<file path="src/rtl/wimax_cc_pkg.sv">
// Shared constants for the tail-biting K=7 convolutional encoder: generator taps,
// FSM encoding, puncture masks and the tap/puncture helper functions.
package wimax_cc_pkg;

   localparam int K = 7;
   localparam logic [6:0] G1 = 7'o171;
   localparam logic [6:0] G2 = 7'o133;

   typedef enum logic [1:0] {
      ST_FILL   = 2'd0,
      ST_LOAD   = 2'd1,
      ST_ENCODE = 2'd2
   } cc_state_e;

   localparam logic [1:0] RATE_2_3 = 2'd1;
   localparam logic [1:0] RATE_3_4 = 2'd2;

   // Keep masks: bit p is pattern position p, 1 means the bit is emitted.
   localparam logic [2:0] P23_X   = 3'b001;
   localparam logic [2:0] P23_Y   = 3'b011;
   localparam logic [2:0] P34_X   = 3'b101;
   localparam logic [2:0] P34_Y   = 3'b011;
   localparam logic [1:0] P23_LEN = 2'd2;
   localparam logic [1:0] P34_LEN = 2'd3;

   function automatic logic cc_tap(input logic u, input logic [5:0] s, input logic [6:0] g);
      logic [6:0] reg_v;
      reg_v = {u, s[0], s[1], s[2], s[3], s[4], s[5]};
      return ^(reg_v & g);
   endfunction

   function automatic logic [1:0] punc_len(input logic [1:0] rate);
      logic [1:0] len_v;
      case (rate)
         RATE_2_3: len_v = P23_LEN;
         RATE_3_4: len_v = P34_LEN;
         default:  len_v = 2'd1;
      endcase
      return len_v;
   endfunction

   function automatic logic punc_keep(input logic [1:0] rate, input logic [1:0] pos, input logic phase);
      logic [2:0] mask_v;
      case (rate)
         RATE_2_3: mask_v = phase ? P23_Y : P23_X;
         RATE_3_4: mask_v = phase ? P34_Y : P34_X;
         default:  mask_v = 3'b111;
      endcase
      return mask_v[pos];
   endfunction

endpackage

</file>
<file path="src/rtl/cc_blk_buf.sv">
// Single-bit-wide block buffer for cc_tb_encoder: synchronous write, registered read.
module cc_blk_buf
   import wimax_cc_pkg::*;
#(
   parameter int DEPTH = 576,
   parameter int AW    = 10
) (
   input  logic          clk,
   input  logic          reset,
   input  logic          wr_en,
   input  logic [AW-1:0] wr_addr,
   input  logic          wr_data,
   input  logic          rd_en,
   input  logic [AW-1:0] rd_addr,
   output logic          rd_data
);

   logic mem_r [0:DEPTH-1];

   // Storage array, written one accepted bit at a time.
   always_ff @(posedge clk) begin
      if (wr_en) begin
         mem_r[wr_addr] <= wr_data;
      end
   end

   // Registered read port; data appears the cycle after rd_en.
   always_ff @(posedge clk or negedge reset) begin
      if (!reset) begin
         rd_data <= 1'b0;
      end else if (rd_en) begin
         rd_data <= mem_r[rd_addr];
      end
   end

endmodule

</file>
<file path="config.mk">
export PLATFORM = sky130hd
export DESIGN_NAME = cc_blk_buf
export DESIGN_NICKNAME = d
export VERILOG_FILES = /design/src/rtl/wimax_cc_pkg.sv /design/src/rtl/cc_blk_buf.sv
export SDC_FILE = /design/constraint.sdc
export NUM_CORES = 1
export LEC_CHECK = 0
export ABC_AREA = 1
export BUFFER_PORTS_ARGS = -buffer_cell sky130_fd_sc_hd__buf_2
export CAP_MARGIN = 20
export CORE_MARGIN = 4
export CORE_UTILIZATION = 30
export DETAILED_ROUTE_END_ITERATION = 12
export HOLD_SLACK_MARGIN = 0.15
export PLACE_DENSITY = 0.52
export SLEW_MARGIN = 20
export SYNTH_ARGS = -nofsm -noshare
export SYNTH_HDL_FRONTEND = slang
export SYNTH_SLANG_ARGS = --single-unit
export TNS_END_PERCENT = 10
</file>
<file path="constraint.sdc">
create_clock -name clk -period 1.5 [get_ports clk]
set_input_delay 0.075 -clock clk [delete_from_list [all_inputs] [get_ports clk]]
set_output_delay 0.075 -clock clk [all_outputs]
set_load 0.03 [all_outputs]
</file>
==> impl_metrics.json, run 1 <==
{
  "status": "finished, violations left",
  "violations": "setup timing",
  "wl_um": 82400,
  "grt_pass1_wl_um": 124000,
  "final_util": 0.375,
  "cp-start-kind": "flip-flop",
  "switching_share": 0.231,
  "io_pins": 26,
  "core_area_sq_mm": 0.0857,
  "yosys-top-cells-count": "624 x nor2_1, 577 x nand2_1, 576 x edfxtp_1",
  "clk_latency_ns": 0.62,
  "synth_top_cell_by_area": "edfxtp_1",
  "skew_ns": 0.0292,
  "rsz0062_at_grt": "yes",
  "synth_top_area_share": 0.663,
  "power_frac_clock": 0.445,
  "gp_congestion": 0.851,
  "seqPwrFrac": 0.479,
  "cts_sinks": 577,
  "design_area_sq_mm": 0.0321,
  "endpoint_kind": "flip-flop",
  "ys_ff_latch": 577,
  "fp.dieW_um": 303,
  "first_global_vias": 19700,
  "grt_max_degree": 124,
  "multi_input_area_sq_mm": 0.00783,
  "fmax_mhz": 618,
  "setup_viol": 2,
  "dp.cells": 3820,
  "synth_nets": 2661,
  "synthCells": 2636,
  "slowest_delay_ns": 0.35,
  "antenna_found_initial": 1,
  "overflow": 0,
  "min_period_over_period": 1.08,
  "synthArstFlopShare": 0.00173,
  "whs_path_depth": 6,
  "drive_above_1_share": 0.138,
  "avgSynthCellArea_sq_um": 9.90,
  "die_h_um": 303,
  "clockRootBuffer": "clkbuf_16",
  "synth_top_cells_by_area": "edfxtp_1 66%, nand3_1 9.9%, nor2_1 9.0%, nand2_1 8.3%, clkbuf_1 1.6%",
  "dpl.hpwl_um": 51200,
  "worstPathArrival_ns": 2.13,
  "clk_pin_slew_worst_paths_ns": 0.06,
  "num_rows": 107,
  "power_leakage_uw": 0.0109,
  "synth_edf_count": 576,
  "max-cap-violations": 0,
  "netlist_area_sq_mm": 0.0261,
  "grt_usage": 0.180,
  "drtIter0Drc": 2160,
  "areaGrowthSynthToFinish_pct": 23.0,
  "synth.distinct_cells": 27,
  "fin_ws_ns": -0.118,
  "slowest_stage": "edfxtp_1",
  "comb_power_share": 0.076,
  "finalHoldViolations": 0,
  "viasPerCell": 5.07,
  "ir_drop_mv": 0.668,
  "ant_nets": 0,
  "port_buffers": 25,
  "start_util": 0.305,
  "cts_tree": "yes",
  "postPlaceCellArea_sq_mm": 0.0297,
  "dieArea_sq_mm": 0.0918,
  "worstSetupPathType": "flip-flop to flip-flop",
  "ys_seq_area_frac": 0.664,
  "antenna_cells": 0,
  "htree_num_levels": 3,
  "first_pass_iters": 5,
  "final_cells": 3949,
  "wire_per_inst_um": 20.9,
  "cts_buffers": 66,
  "fin_tns_setup_ns": -0.125,
  "synth_warnings": 0,
  "layout_min_cycle_time_ns": 1.62,
  "worstHoldPathType": "primary input to flip-flop",
  "intPower_uw": 28500,
  "powerDensity_mw_per_mm2": 1150,
  "worstMarginPinSlew_ns": 0.505,
  "slew_headroom": 0.663,
  "slew_viol_final": 0,
  "ff2ff_path_depth": 8,
  "vias": 20000,
  "drc_errors": 0,
  "yosysMostFrequentCell": "nor2_1",
  "fin_nets": 2777,
  "seqCellArea_sq_mm": 0.0173,
  "synth_top_flop_cell": "edfxtp_1",
  "clk_path_buf_depth": 3,
  "p_switching_uw": 8560,
  "reg2reg_slack_ns": -0.12,
  "dp_slack_ns": -1.11,
  "crit_fanout": 1,
  "n_fill_cell": 8491,
  "path_cells": "o21ai_0 > o22ai_1 > o21ai_4 > nand3_2 > nand3_1 > nand2_1 > a21boi_1 > a21oi_1",
  "critPathRequiredTime_ns": 2.01
}
-- per-layer routing --
layer	part of all wire	global-route usage
met5	0	0
met4	0.040	0.0694
met3	0.072	0.0340
met2	0.46	0.284
met1	0.43	0.245
-- worst max-delay path: cells and delay by family, from the launching register on --
kind | cells | cell delay [ns]
flip-flops | 1 | 0.35
AND/OR/NAND/NOR | 3 | 0.34
AO/OA/AOI/OAI | 5 | 0.83
-- layout make-up --
| type | instances | area share |
|---|---|---|
| inverters | 41 | 0.00510 |
| well taps | 1144 | 0.0446 |
| repair buffers | 259 | 0.0995 |
| clock buffers | 79 | 0.0536 |
| multi-input cells | 1807 | 0.244 |
| flip-flops and latches | 577 | 0.539 |
| clock inverters | 42 | 0.0143 |
-- cell usage in the layout, fill, tap and decap left out, types with 2 or more instances in the layout --
master,synthesis,layout
nand3_2,2,33
clkinv_8,0,2
dlygate4sd3_1,0,8
clkinv_2,0,5
clkbuf_1,114,12
inv_1,35,35
nor2_1,624,622
o21ai_4,0,2
buf_2,52,21
nand2_1,577,575
buf_8,0,2
clkbuf_16,0,67
o21ai_1,3,8
o21ai_0,32,25
buf_4,25,126
nand2_2,0,2
edfxtp_1,576,576
nand4_2,2,2
nand4_1,7,7
clkinv_1,3,22
inv_6,0,5
o221ai_1,10,10
o22ai_1,6,6
o21a_1,2,2
nor2_2,0,2
buf_12,0,101
nand3_1,516,485
nor3_1,22,21
bufinv_16,0,9
-- sequential cells by signal (all words and copies together) (netlist names) --
| register | count |
|---|---|
| rd_data | 1 |
| mem_r | 576 |
-- what timing repair did --
item                                   4_1_cts  5_1_grt
buffers inserted                             0        0
endpoints found under the hold margin      297        1
setup endpoints to repair                    2       38
pin swaps                                    3        3
gates resized for setup                     21       25
hold buffers                                 6        2
-- power groups by stage --
stage | Clock [uW] | Sequential [uW] | Combinational (uW)
after CTS | 16800 | 17800 | 2770
after floorplan | 0 | 18100 | 1240
after detailed placement | 0 | 18100 | 2710
after global placement | 0 | 18100 | 2700
after global routing | 17500 | 17700 | 3030
final | 16500 | 17800 | 2800
-- final timing paths --
| check | startpoint | end |
|---|---|---|
| worst max-delay path | mem_r[542] | rd_data |
| worst max register to register | mem_r[542] | rd_data |
| min in group asynchronous | reset | rd_data |
| worst min register to register | rd_data | rd_data |
| worst min-delay path | rd_addr[6] | rd_data |
| max in group asynchronous | reset | rd_data |
-- cells by family (layout without fill, tap and decap cells) --
group	Yosys count	count (layout)	share of synthesized area
AO/OA/AOI/OAI	56	56	0.0128
flip-flops	577	577	0.664
buffers and inverters	252	421	0.0440
AND/OR/NAND/NOR	1751	1751	0.280
-- stage by stage --
stage | hold WS, ns | power [uW]
floorplan | -0.221 | 19300
global placement | -0.0833 | 20800
detailed placement | -0.0871 | 20800
CTS | -0.137 | 37300
global route | 0.0546 | 38200
finish | 0.0353 | 37100
Power figures use the tool's default switching activity.
==> inputs of run 2 (changes only) <==
Settings changed: RECOVER_POWER set to 50.
==> run 2 against run 1 <==
Net effect:
- the flow still finishes with violations (setup timing)
- sequential cell count stayed put
- maximum frequency is 0.13% lower
- sequential share of layout area is 0.64 points higher
- largest power group unchanged
- utilization is 0.44 points lower
- combinational power is 2% lower
- critical endpoint unchanged
- via count is 0.30% lower
==> impl_metrics.json, run 2 (synthesis gave the netlist of run 1 again) <==
{
  "final_cells": 3949,
  "wire_per_inst_um": 20.9,
  "htree_num_levels": 3,
  "ir_drop_mv": 0.665,
  "cts_sinks": 577,
  "io_pins": 26,
  "fin_nets": 2777,
  "grt_usage": 0.180,
  "drive_above_1_share": 0.132,
  "regMostFlops": "mem_r",
  "min_period_over_period": 1.08,
  "num_rows": 107,
  "path_cells": "o21ai_0 > o22ai_1 > o21ai_4 > nand3_2 > nand3_1 > nand2_1 > a21boi_1 > a21oi_1",
  "dieArea_sq_mm": 0.0918,
  "switching_share": 0.232,
  "overflow": 0,
  "use_met3": 0.0340,
  "dp_slack_ns": -1.11,
  "comb_power_share": 0.074,
  "worstHoldPathType": "primary input to flip-flop",
  "slowest_stage": "edfxtp_1",
  "fin_ws_ns": -0.121,
  "wl_um": 82600,
  "worstReg2RegStart": "mem_r[542]",
  "start_util": 0.305,
  "cp-start-kind": "flip-flop",
  "endpoint_kind": "flip-flop",
  "slew_headroom": 0.485,
  "worstPathArrival_ns": 2.13,
  "fp.dieW_um": 303,
  "finalHoldViolations": 0,
  "max-cap-violations": 0,
  "port_buffers": 25,
  "ant_nets": 0,
  "final_cell_mix": "622 x nor2_1, 576 x edfxtp_1, 575 x nand2_1",
  "antenna_found_initial": 1,
  "whs_path_depth": 6,
  "power_frac_clock": 0.446,
  "seqPwrFrac": 0.480,
  "n_fill_cell": 8547,
  "clockRootBuffer": "clkbuf_16",
  "worstMarginPinSlew_ns": 0.772,
  "grt_pass1_wl_um": 124000,
  "grt.busiest_layer": "met2",
  "antenna_cells": 0,
  "first_global_vias": 19700,
  "cts_buffers": 66,
  "met2_usage": 0.284,
  "crit_fanout": 1,
  "viasPerCell": 5.05,
  "critPathRequiredTime_ns": 2.01,
  "min-delay-start": "rd_addr[6]",
  "worstSetupPathType": "flip-flop to flip-flop",
  "clk_pin_slew_worst_paths_ns": 0.06,
  "first_pass_iters": 7,
  "dpl.hpwl_um": 51200,
  "status": "finished, violations left",
  "power_leakage_uw": 0.0107,
  "intPower_uw": 28500,
  "grt_max_degree": 124,
  "gp_congestion": 0.851,
  "critPathLaunch": "mem_r[542]",
  "fin_tns_setup_ns": -0.121,
  "p_switching_uw": 8570,
  "slew_viol_final": 0,
  "core_area_sq_mm": 0.0857,
  "layout_min_cycle_time_ns": 1.62,
  "violations": "setup timing",
  "die_h_um": 303,
  "drtIter0Drc": 2298,
  "skew_ns": 0.0261,
  "fmax_mhz": 617,
  "ff2ff_path_depth": 8,
  "areaGrowthSynthToFinish_pct": 21.6,
  "design_area_sq_mm": 0.0317,
  "clk_path_buf_depth": 3,
  "final_util": 0.370,
  "rsz0062_at_grt": "yes",
  "setup_viol": 1,
  "vias": 20000,
  "grtUsageMet1": 0.245,
  "slowest_delay_ns": 0.35,
  "largest_registers": "mem_r: 576 flops, rd_data: 1 flops",
  "powerDensity_mw_per_mm2": 1170,
  "drc_errors": 0,
  "postPlaceCellArea_sq_mm": 0.0297,
  "largest_register_ffs": 576,
  "clk_latency_ns": 0.62,
  "layout_commonest_cell": "nor2_1",
  "dp.cells": 3820,
  "cts_setup_buffers": 0,
  "cts_tree": "yes"
}
==> run 2: changes by cell type in the layout (fill, tap and decap cells not counted), moves of 6 or more <==
cell and delta:
clkbuf_2 +18, buf_2 -6, buf_4 -10, clkbuf_1 +10, buf_12 -23, clkbuf_4 +9
==> run 2: critical path, delay by kind of cell, from the launching register on <==
family             cells  cell delay, ns
DFF                    1            0.35
and+or+nand+nor        3            0.34
AOI/OAI and AO/OA      5            0.84
==> run 2: final timing paths <==
kind	endpoint	slack, ns
min	rd_data	0.04
max	rd_data	-0.12
min in group asynchronous	rd_data	0.49
max in group asynchronous	rd_data	0.82
min reg2reg	rd_data	0.72
max reg2reg	rd_data	-0.12
==> run 2: power groups by stage <==
stage          Sequential (uW)  Clock [uW]  Combinational [uW]
2_1_floorplan            18100           0                1240
5_1_grt                  17700       17500                2970
3_3_place_gp             18100           0                2700
3_5_place_dp             18100           0                2710
6_report                 17800       16500                2750
4_1_cts                  17800       16800                2770
==> run 2: metrics by stage <==
| stage | power, uW | hold WS [ns] |
|---|---|---|
| after floorplan | 19300 | -0.221 |
| after global placement | 20800 | -0.0833 |
| after detailed placement | 20800 | -0.0871 |
| after CTS | 37300 | -0.137 |
| after global routing | 38200 | 0.0546 |
| final | 37000 | 0.0386 |
==> run 2: final cells by class <==
class                   instances  area, sq um  area share
well taps                    1144         1430      0.0451
clock buffers                  79         1720      0.0542
multi-input cells            1807         7800       0.246
clock inverters                42          459      0.0145
flip-flops and latches        577        17300       0.546
inverters                      41          164     0.00516
repair buffers                259         2850      0.0896
==> run 2: layer usage <==
| metal | share of wire | routed length, um |
|---|---|---|
| met1 | 0.44 | 36100 |
| met2 | 0.45 | 37600 |
| met3 | 0.069 | 5690 |
| met4 | 0.039 | 3220 |
| met5 | 0 | 0 |
==> run 2: timing repair <==
item	4_1_cts	5_1_grt
hold buffers	6	2
endpoints found under the hold margin	297	1
resized for setup	21	25
setup endpoints to repair	2	38
pin swaps	3	3
